<file path="src/rtl/div_repsub_if.sv">
// Start/done handshake and operand/result bundle for the repeated-subtraction divider.
interface div_repsub_if #(
    parameter int unsigned W = 16
) ();
    logic         start;
    logic [W-1:0] dividend;
    logic [W-1:0] divisor;
    logic [W-1:0] quotient;
    logic [W-1:0] remainder;
    logic         busy;
    logic         done;
    logic         div_by_zero;

    modport master (
        output start, dividend, divisor,
        input  quotient, remainder, busy, done, div_by_zero
    );

    modport slave (
        input  start, dividend, divisor,
        output quotient, remainder, busy, done, div_by_zero
    );
endinterface

</file>
<file path="src/rtl/div_repsub.sv">
// Unsigned divider by repeated subtraction: one subtract per cycle, quotient + 2 cycle latency.
module div_repsub #(
    parameter int unsigned W = 16
) (
    input logic         clk,
    input logic         rst,
    div_repsub_if.slave bus
);

    typedef enum logic [1:0] {
        StIdle,
        StSub,
        StDone
    } state_e;

    state_e       state_q, state_d;
    logic [W-1:0] r_q, r_d;
    logic [W-1:0] d_q, d_d;
    logic [W-1:0] q_q, q_d;
    logic         done_q, done_d;
    logic         dbz_q, dbz_d;
    logic         r_ge_d;

    assign r_ge_d = (r_q >= d_q);

    always_ff @(posedge clk or posedge rst) begin
        if (rst) begin
            state_q <= StIdle;
            r_q     <= '0;
            d_q     <= '0;
            q_q     <= '0;
            done_q  <= 1'b0;
            dbz_q   <= 1'b0;
        end else begin
            state_q <= state_d;
            r_q     <= r_d;
            d_q     <= d_d;
            q_q     <= q_d;
            done_q  <= done_d;
            dbz_q   <= dbz_d;
        end
    end

    always_comb begin
        state_d = state_q;
        r_d     = r_q;
        d_d     = d_q;
        q_d     = q_q;
        done_d  = done_q;
        dbz_d   = dbz_q;
        case (state_q)
            StIdle, StDone: begin
                if (bus.start) begin
                    r_d = bus.dividend;
                    if (bus.divisor == '0) begin
                        // Divide by zero finishes at once with an all-ones quotient.
                        q_d     = '1;
                        done_d  = 1'b1;
                        dbz_d   = 1'b1;
                        state_d = StDone;
                    end else begin
                        d_d     = bus.divisor;
                        q_d     = '0;
                        done_d  = 1'b0;
                        dbz_d   = 1'b0;
                        state_d = StSub;
                    end
                end
            end
            StSub: begin
                if (r_ge_d) begin
                    r_d = r_q - d_q;
                    q_d = q_q + 1'b1;
                end else begin
                    done_d  = 1'b1;
                    state_d = StDone;
                end
            end
            default: state_d = StIdle;
        endcase
    end

    assign bus.quotient    = q_q;
    assign bus.remainder   = r_q;
    assign bus.busy        = (state_q == StSub);
    assign bus.done        = done_q;
    assign bus.div_by_zero = dbz_q;

endmodule
</file>
<file path="src/flat_wrapper.sv">
// flat-port wrapper written by rule: the top's interface ports become plain ports
module div_repsub_flat 
#(
    parameter int unsigned W = 16
)
  (clk, rst, bus_start, bus_dividend, bus_divisor, bus_quotient, bus_remainder, bus_busy, bus_done, bus_div_by_zero);
  div_repsub_if #(.W(W)) bus_i ();
  input logic clk;
  input logic rst;
  input wire logic [$bits(bus_i.start)-1:0] bus_start;
  input wire logic [$bits(bus_i.dividend)-1:0] bus_dividend;
  input wire logic [$bits(bus_i.divisor)-1:0] bus_divisor;
  output wire logic [$bits(bus_i.quotient)-1:0] bus_quotient;
  output wire logic [$bits(bus_i.remainder)-1:0] bus_remainder;
  output wire logic [$bits(bus_i.busy)-1:0] bus_busy;
  output wire logic [$bits(bus_i.done)-1:0] bus_done;
  output wire logic [$bits(bus_i.div_by_zero)-1:0] bus_div_by_zero;
  assign bus_i.start = bus_start;
  assign bus_i.dividend = bus_dividend;
  assign bus_i.divisor = bus_divisor;
  assign bus_quotient = bus_i.quotient;
  assign bus_remainder = bus_i.remainder;
  assign bus_busy = bus_i.busy;
  assign bus_done = bus_i.done;
  assign bus_div_by_zero = bus_i.div_by_zero;
  div_repsub #(.W(W)) u_core (.clk(clk), .rst(rst), .bus(bus_i));
endmodule
</file>
<file path="config.mk">
export PLATFORM = sky130hd
export DESIGN_NAME = div_repsub_flat
export DESIGN_NICKNAME = d
export VERILOG_FILES = /design/src/rtl/div_repsub_if.sv /design/src/rtl/div_repsub.sv /design/src/flat_wrapper.sv
export SDC_FILE = /design/constraint.sdc
export NUM_CORES = 1
export LEC_CHECK = 0
export CAP_MARGIN = 10
export CELL_PAD_IN_SITES_DETAIL_PLACEMENT = 2
export CELL_PAD_IN_SITES_GLOBAL_PLACEMENT = 2
export CORE_UTILIZATION = 31
export CTS_BUF_LIST = sky130_fd_sc_hd__clkbuf_16
export CTS_CLUSTER_SIZE = 24
export DETAILED_ROUTE_END_ITERATION = 8
export PLACE_DENSITY_LB_ADDON = 0.1
export SLEW_MARGIN = 25
export SYNTH_ARGS = -nofsm -noshare
export SYNTH_HDL_FRONTEND = slang
export SYNTH_SLANG_ARGS = --single-unit
</file>
<file path="constraint.sdc">
create_clock -name clk -period 2.97 [get_ports clk]
set_input_delay 0.297 -clock clk [delete_from_list [all_inputs] [get_ports clk]]
set_output_delay 0.297 -clock clk [all_outputs]
set_load 0.005 [all_outputs]
</file>
### Word-level counts from Yosys, hierarchy flattened

Index checks and enable logic that the tools add are counted.

* input bits: 35
* register bits after elaboration: 52
* word-level logic and storage cells: 39
* output and inout port bits: 35

* equality and inequality tests: 5
* $lt $le $gt $ge: 1
* $add $sub $neg: 2
* bitwise gates (word level): 1
* reductions and logical operators: 9
* mux-type cells: 15

Operator list (number)
* 16-bit 2-to-1 mux: 5
* 16-bit case mux with 2 select lines: 2
* 16-bit by 1-bit adder with 16-bit output (second input constant): 1
* 16-bit >= comparator: 1
* 16-bit logical NOT: 1
* 16-bit subtractor: 1
* 3-bit AND reduction: 3
* 2-bit 2-to-1 mux: 3
* 2-bit != test (second input constant): 2
* 2-bit case mux with 2 select lines: 1
* 2-bit AND reduction: 2
* 1-bit 2-to-1 mux: 3
* 2-bit by 1-bit equality test with 1-bit output (second input constant): 1
* 2-bit equality test (second input constant): 1
* 2-bit logical NOT: 1
* 2-bit by 1-bit != test with 1-bit output (second input constant): 1
* 1-bit case mux with 2 select lines: 1
* 2-bit nonzero test: 1
* 2-bit OR reduction: 1
* 1-bit inverter: 1

### Logic depth before layout (Yosys ltp)

Gate-level depths: netlist (run 1).

* depth after elaboration: 4
* mapped depth: 12
* depth with buffers taken out: 10

### Least setup slack after synthesis (run 1)

No wires, ideal clock.

* path type: reg-to-reg
* start: register u_core.r_q[0], in the netlist u_core.bus.remainder[0]
* end: register u_core.q_q[13], in the netlist u_core.bus.quotient[13]
* library setup time: 138 ps
* stages on the path, launching flop included: 13
* path slack: 464 ps
* arrival: 2368 ps
* path buffers: 2
* data required time: 2832 ps
* cells stage by stage: dfrtp_1 -> inv_1 -> ha_1 -> inv_1 -> fa_1 -> a21o_1 -> a21oi_1 -> a211o_1 -> a31oi_1 -> buf_4 -> buf_6 -> a2111oi_0 -> a21oi_1

* cells in the longest elaborated chain, start to end: 3

RTL lines
* from (decl): line div_repsub.sv:17 `logic [W-1:0] r_q, r_d;`
* from (signal assigned): line div_repsub.sv:36 `r_q <= r_d;`
* 16-bit >= comparator: line div_repsub.sv:24 `assign r_ge_d = (r_q >= d_q);`
* 2-bit by 1-bit != test with 1-bit output (no line)
* 3-bit AND reduction (no line)
* to (signal assigned): line div_repsub.sv:38 `q_q <= q_d;`
* to (decl): line div_repsub.sv:19 `logic [W-1:0] q_q, q_d;`

No other way between the ends.
A chain may end at the register's enable or synchronous reset.

### Worst setup path in the final report (run 1)

* start: register u_core.r_q[0], in the netlist u_core.bus.remainder[0]
* end: register u_core.q_q[7], in the netlist u_core.bus.quotient[7]

Same word-level chain as after synthesis.

==> flow_metrics.py, run 1 <==
metrics = {
    "worst_hold_path": {
        "hp-class": "primary input to asynchronous set/reset pin",
    },
    "power": {
        "leakagePower_nw": 1.80,
        "vdd_ir_drop_max_mv": 0.377,
        "power_density_nw_per_um2": 1290,
    },
    "clock_network": {
        "clk-insertion-delay-late_ns": 0.30,
        "clockBufferDepth": 2,
        "cts_tree": "built",
        "cts_root_buffer": "clkbuf_16",
        "cts_max_level": 2,
        "post-cts-setup-buffers": 0,
        "cts_made_buffers": 5,
        "cts.clk_slew.worst_paths_ns": 0.07,
        "cts.sink_count": 52,
    },
    "sta": {
        "tns_ns": 0,
        "period_minus_slack_ns": 2.74,
        "worst_slack_ns": 0.228,
        "rsz0062_at_grt": "false",
        "skew_ns": 0.00420,
        "hold_viol": 0,
        "setup_viol": 0,
        "worstMarginPinSlew_ns": 0.583,
        "relSlewSlack": 0.611,
        "slew_viol_final": 0,
        "timing.final.crit_share": 0.923,
        "fmax_mhz": 365,
    },
    "status": {
        "status": "finished, final reports clean",
    },
    "logic_synthesis": {
        "ys_seq_elements": 52,
        "ys_seq_area_frac": 0.384,
        "synth_area_leaders": "dfrtp_1 38%, ha_1 6.3%, nand2_1 5.8%, o21ai_0 5.3%, a21oi_1 2.7%",
        "synth_cell_types": 60,
        "netlist_instances": 390,
        "avgSynthCellArea_um2": 8.69,
        "syn_area_um2": 3390,
        "dominantRegCellSynth": "dfrtp_1",
        "yosys.area.top_type": "dfrtp_1",
        "async_flop_share": 1.00,
        "synth_top_area_frac": 0.384,
        "synth.net_count": 443,
        "yosys-top-cells-count": "52 x dfrtp_1, 52 x nand2_1, 36 x o21ai_0",
        "yosysWarnings": 0,
        "synth-edff-count": 0,
    },
    "placed_design": {
        "io_buffers": 69,
        "pre_cts_ws_ns": 0.0993,
        "dpl.cell_count": 586,
        "dp_hpwl_mm": 8.93,
        "placed_area_um2": 4280,
        "gp_congestion": 0.771,
    },
    "routing": {
        "highest_layer": "met4",
        "wire_per_inst_um": 20.1,
        "met3_length_um": 382,
        "drtAntennaViolNets": 0,
        "num_vias": 3307,
        "viasPerCell": 5.58,
        "met2_length_mm": 5.76,
        "wl_met1_mm": 5.55,
        "drc_errors": 0,
        "drt_iter0_drc": 142,
        "wl_mm": 11.9,
        "first_pass_iters": 4,
    },
    "setup_path": {
        "cp_max_fo": 32,
        "slowest_delay_ns": 0.41,
        "worstPathCellList": "inv_1 > ha_1 > inv_1 > fa_1 > a21o_1 > a21oi_1 > a211o_1 > a31oi_2 > buf_12 > or2_2 > a21oi_1",
        "crit_family": "compound AO/OA/AOI/OAI gates",
        "critPathCaptureType": "flop",
        "cp.required_ns": 3.18,
        "cp.arrival_ns": 2.96,
        "path_buf_inv": 3,
        "cp-start-kind": "flop",
        "r2r_cells": 11,
        "crit_type": "flop to flop",
        "crit_slowest_cell": "fa_1",
        "crit_cells": 11,
    },
    "die": {
        "die_w_um": 107,
        "dieHeight_um": 107,
        "initial_core_util": 0.324,
        "ios": 70,
        "rows": 37,
        "die_area_um2": 11400,
        "core_um2": 10500,
    },
    "global_routing": {
        "antenna_found_initial": 0,
        "track_usage": 0.224,
        "grt_first_pass_wirelength_mm": 19.6,
        "grt_pass1_vias": 3609,
        "grt_max_degree": 33,
        "grt.overflow.total": 0,
    },
    "cells_and_area": {
        "nets": 510,
        "stdcell_count": 593,
        "drive_above_1_share": 0.0832,
        "diodes": 0,
        "stdcell_area_um2": 4420,
        "areaGrowthSynthToFinish_pct": 30.3,
    },
    "run": {
        "maxCapViolCount": 0,
    },
}
## placed cells by master (no fill, tap or decap), types with 3 or more instances in the layout
cell	instances
nand3_1	7
nand4_1	8
nand2_1	52
nor3_1	13
xnor2_1	5
o21ai_0	36
nor2b_1	7
dfrtp_1	52
a221o_1	8
a211oi_1	5
o21a_1	4
nor2_1	14
or2_2	3
a41oi_1	4
and4_1	3
nor3b_1	3
clkbuf_16	5
and3_1	3
a211o_1	3
mux2_2	7
nand2b_1	7
a21oi_1	18
nor4_1	5
inv_1	22
a31oi_1	9
o31a_1	3
buf_4	13
o22ai_1	3
a21o_1	5
ha_1	17
clkdlybuf4s50_1	69
## final cells by class
| class | count | area (µm²) |
|---|---|---|
| fillers | 1184 | 6050 |
| multi-input cells | 291 | 1900 |
| flip-flops and latches | 52 | 1300 |
| repair buffers | 84 | 828 |
| well taps | 136 | 170 |
| clock buffers | 5 | 125 |
| inverters | 23 | 86.3 |
| clock inverters | 2 | 7.51 |
## metal layers
layer,vias up,GRT usage
met4,0,0.0675
met5,-,0
li1,1561,-
met3,14,0.0307
met2,60,0.380
met1,1672,0.296
## final timing paths
check                                                      to                           startpoint  slack [ns]
max                        u_core.bus.quotient[7]$_DFFE_PP0P_  u_core.bus.remainder[0]$_DFFE_PP0P_        0.23
max in group asynchronous           u_core.d_q[5]$_DFFE_PP0P_                                  rst        2.02
max reg2reg                u_core.bus.quotient[7]$_DFFE_PP0P_  u_core.bus.remainder[0]$_DFFE_PP0P_        0.23
min reg2reg                u_core.bus.div_by_zero$_DFFE_PP0P_   u_core.bus.div_by_zero$_DFFE_PP0P_        0.49
min                               u_core.bus.done$_DFFE_PP0P_                                  rst        0.38
min in group clk           u_core.bus.div_by_zero$_DFFE_PP0P_   u_core.bus.div_by_zero$_DFFE_PP0P_        0.49
## state kept, by name (all words and copies together) (netlist names)
register,cells
u_core.state_q,2
u_core.bus.remainder,16
u_core.bus.done,1
u_core.bus.div_by_zero,1
u_core.d_q,16
u_core.bus.quotient,16
## stage by stage
| step | power, mW | hold WS, ns | util |
|---|---|---|---|
| after detailed placement | 5.11 | 0.471 | 0.409 |
| final | 5.70 | 0.382 | 0.422 |
| after global routing | 6.19 | 0.430 | 0.422 |
| after global placement | 4.98 | 0.465 | 0.409 |
| after CTS | 5.76 | 0.405 | 0.422 |
| after floorplan | 3.66 | 0.414 | - |
## kinds of logic (layout without fill, tap and decap cells)
| family | count (synthesis) | after routing | synth area share |
|---|---|---|---|
| AO/OA/AOI/OAI | 121 | 121 | 0.240 |
| XOR/XNOR | 7 | 7 | 0.0181 |
| adder cells (fa/ha/maj) | 18 | 18 | 0.0687 |
| buffers and inverters | 47 | 114 | 0.0598 |
| flip-flops | 52 | 52 | 0.384 |
| multiplexers | 9 | 9 | 0.0292 |
| AND/OR/NAND/NOR | 136 | 136 | 0.200 |
## report_power, final
| group | switching (mW) | internal (mW) | total [mW] |
|---|---|---|---|
| Sequential | 0.312 | 1.06 | 1.37 |
| Clock | 0.276 | 0.303 | 0.579 |
| Combinational | 2.04 | 1.72 | 3.76 |
| Total | 2.63 | 3.08 | 5.70 |
## timing repair
item,CTS,global route
gates resized for setup,0,3
endpoints found under the hold margin,0,0
hold buffers,0,0
setup endpoints to repair,0,9
Power figures use the tool's default switching activity.
==> run 2: changes to the inputs <==
--- a/config.mk
+++ b/config.mk
@@ -8,10 +8,11 @@
 export CAP_MARGIN = 10
 export CELL_PAD_IN_SITES_DETAIL_PLACEMENT = 2
 export CELL_PAD_IN_SITES_GLOBAL_PLACEMENT = 2
-export CORE_UTILIZATION = 31
+export CORE_UTILIZATION = 33
 export CTS_BUF_LIST = sky130_fd_sc_hd__clkbuf_16
 export CTS_CLUSTER_SIZE = 24
 export DETAILED_ROUTE_END_ITERATION = 8
+export GPL_TIMING_DRIVEN = 0
 export PLACE_DENSITY_LB_ADDON = 0.1
 export SLEW_MARGIN = 25
 export SYNTH_ARGS = -nofsm -noshare
==> constraint.sdc (replaced) <==
create_clock -name clk -period 3.5 [get_ports clk]
set_input_delay 0.35 -clock clk [delete_from_list [all_inputs] [get_ports clk]]
set_output_delay 0.35 -clock clk [all_outputs]
set_load 0.005 [all_outputs]
==> run 2 against run 1 <==
Effect of this change: largest power group unchanged; maximum frequency shrank 11%; non-clock buffer count grew 10; hold slack lost 0.0090 ns; highest routed layer unchanged; power shrank 14%; largest cell class unchanged.
==> flow_metrics.py, run 2 (same netlist as run 1, synthesis figures left out) <==
metrics = {
    "power": {
        "switching_share": 0.465,
        "internal_power_mw": 2.63,
        "p_comb_frac": 0.650,
        "vdd_ir_drop_max_mv": 0.450,
        "leakagePower_nw": 1.82,
        "p_switching_mw": 2.29,
        "clkPwrFrac": 0.115,
        "seqPwrFrac": 0.235,
        "power_density_nw_per_um2": 1110,
    },
    "die": {
        "dieHeight_um": 103,
        "rows": 36,
        "core_um2": 9860,
        "initial_core_util": 0.343,
        "ios": 70,
        "die_w_um": 103,
        "die_area_um2": 10700,
    },
    "routing": {
        "drc_errors": 0,
        "wl_mm": 12.7,
        "viasPerCell": 5.70,
        "drt_iter0_drc": 116,
        "highest_layer": "met4",
        "num_vias": 3425,
        "wire_per_inst_um": 21.1,
        "met2_length_mm": 6.27,
        "drtAntennaViolNets": 0,
        "wl_met1_mm": 5.89,
        "met3_length_um": 319,
        "first_pass_iters": 4,
    },
    "global_routing": {
        "track_usage": 0.253,
        "antenna_found_initial": 0,
        "grt.overflow.total": 0,
        "grt_first_pass_wirelength_mm": 20.2,
        "grt_max_degree": 32,
        "grt_pass1_vias": 3711,
    },
    "clock_network": {
        "cts_max_level": 2,
        "hold_buffers": 0,
        "clk-insertion-delay-late_ns": 0.29,
        "post-cts-setup-buffers": 0,
        "cts_tree": "built",
        "cts-resized-gates": 0,
        "cts_root_buffer": "clkbuf_16",
        "clockBufferDepth": 2,
        "cts.sink_count": 52,
        "cts.clk_slew.worst_paths_ns": 0.07,
        "cts_made_buffers": 5,
    },
    "placed_design": {
        "io_buffers": 69,
        "gp_congestion": 0.866,
        "dp_hpwl_mm": 9.66,
        "dpl.cell_count": 593,
    },
    "setup_path": {
        "r2r_end": "u_core.bus.quotient[13]$_DFFE_PP0P_",
        "crit_type": "flop to flop",
        "r2r_cells": 12,
        "critPathCaptureType": "flop",
        "cp.required_ns": 3.66,
        "cp.arrival_ns": 3.23,
        "cp-start-kind": "flop",
        "timing.rr.start": "u_core.bus.remainder[0]$_DFFE_PP0P_",
        "rrSetupSlack_ns": 0.43,
        "cp_max_fo": 10,
    },
    "cells_and_area": {
        "layout_commonest_cell": "clkdlybuf4s50_1",
        "fillers": 1106,
        "multi_input_area_um2": 1880,
        "regArea_um2": 1300,
        "areaGrowthSynthToFinish_pct": 30.8,
        "final_cell_mix": "69 x clkdlybuf4s50_1, 52 x nand2_1, 52 x dfrtp_1",
        "stdcell_count": 601,
        "drive_above_1_share": 0.0748,
        "diodes": 0,
        "nets": 520,
    },
    "run": {
        "maxCapViolCount": 0,
    },
    "status": {
        "status": "finished, final reports clean",
    },
    "worst_hold_path": {
        "hp-class": "primary input to asynchronous set/reset pin",
    },
    "sta": {
        "worstMarginPinSlew_ns": 0.796,
        "slew_viol_final": 0,
        "skew_ns": 0.00467,
        "setup_viol": 0,
        "relSlewSlack": 0.464,
        "rsz0062_at_grt": "false",
        "fmax_mhz": 326,
        "hold_viol": 0,
        "timing.final.crit_share": 0.877,
        "tns_ns": 0,
        "period_minus_slack_ns": 3.07,
    },
}
run 2: cell types whose count changed in the layout (fill, tap and decap cells not counted), sizes merged:
cell    change
clkbuf     +11
buf         -1
bufinv      +1
clkinv      -1
inv         +1
run 2: final cells by class:
type / count / share of cell area
Multi-Input combinational cell: 291 / 0.425
Sequential cell: 52 / 0.294
Timing Repair Buffer: 70 / 0.160
Tap cell: 133 / 0.0375
Clock buffer: 5 / 0.0282
Buffer: 24 / 0.0263
Inverter: 23 / 0.0200
Clock inverter: 3 / 0.00875
run 2: power by group through the flow:
stage | Clock [mW] | Combinational (mW) | Sequential [mW]
3_3_place_gp | 0 | 3.02 | 1.15
5_1_grt | 0.589 | 3.54 | 1.20
6_report | 0.566 | 3.20 | 1.16
4_1_cts | 0.574 | 3.22 | 1.16
3_5_place_dp | 0 | 3.18 | 1.16
2_1_floorplan | 0 | 1.99 | 1.11
run 2: through the flow:
stage          hold slack, ns  cell area (µm²)   util  power (mW)  worst slack (ns)
2_1_floorplan           0.467             3390      -        3.10             0.994
3_3_place_gp            0.461             4250  0.430        4.17             0.517
3_5_place_dp            0.483             4270  0.433        4.35             0.465
4_1_cts                 0.380             4430  0.449        4.95             0.438
5_1_grt                 0.409             4430  0.449        5.33             0.254
6_report                0.373             4430  0.449        4.93             0.432
run 2: worst max-delay path, cell delays in order (launching register included):
cell	delay (ns)
dfrtp_1	0.39
inv_1	0.09
ha_1	0.17
inv_1	0.06
fa_1	0.41
a21o_1	0.20
a21oi_1	0.34
a211o_1	0.23
a31oi_1	0.11
buf_4	0.20
buf_6	0.15
a2111oi_0	0.50
a21oi_1	0.07
run 2: metal layers:
| metal | global-route usage | vias to the layer above |
|---|---|---|
| met5 | 0 | - |
| met4 | 0.0607 | 0 |
| met3 | 0.0302 | 15 |
| met2 | 0.434 | 65 |
| met1 | 0.339 | 1758 |
| li1 | - | 1587 |
run 2: worst max path at each step:
stage | start | end | cells past startpoint | slack, ns
floorplan | u_core.bus.remainder[0]$_DFFE_PP0P_ | u_core.bus.quotient[13]$_DFFE_PP0P_ | 12 | 0.99
global placement | u_core.bus.remainder[0]$_DFFE_PP0P_ | u_core.bus.quotient[13]$_DFFE_PP0P_ | 12 | 0.52
detailed placement | u_core.bus.remainder[0]$_DFFE_PP0P_ | u_core.bus.quotient[13]$_DFFE_PP0P_ | 12 | 0.46
CTS | u_core.state_q[0]$_DFFE_PP0P_ | bus_busy | 5 | 0.44
global route | u_core.bus.remainder[0]$_DFFE_PP0P_ | u_core.bus.quotient[13]$_DFFE_PP0P_ | 12 | 0.25
finish | u_core.bus.remainder[0]$_DFFE_PP0P_ | u_core.bus.quotient[13]$_DFFE_PP0P_ | 12 | 0.43
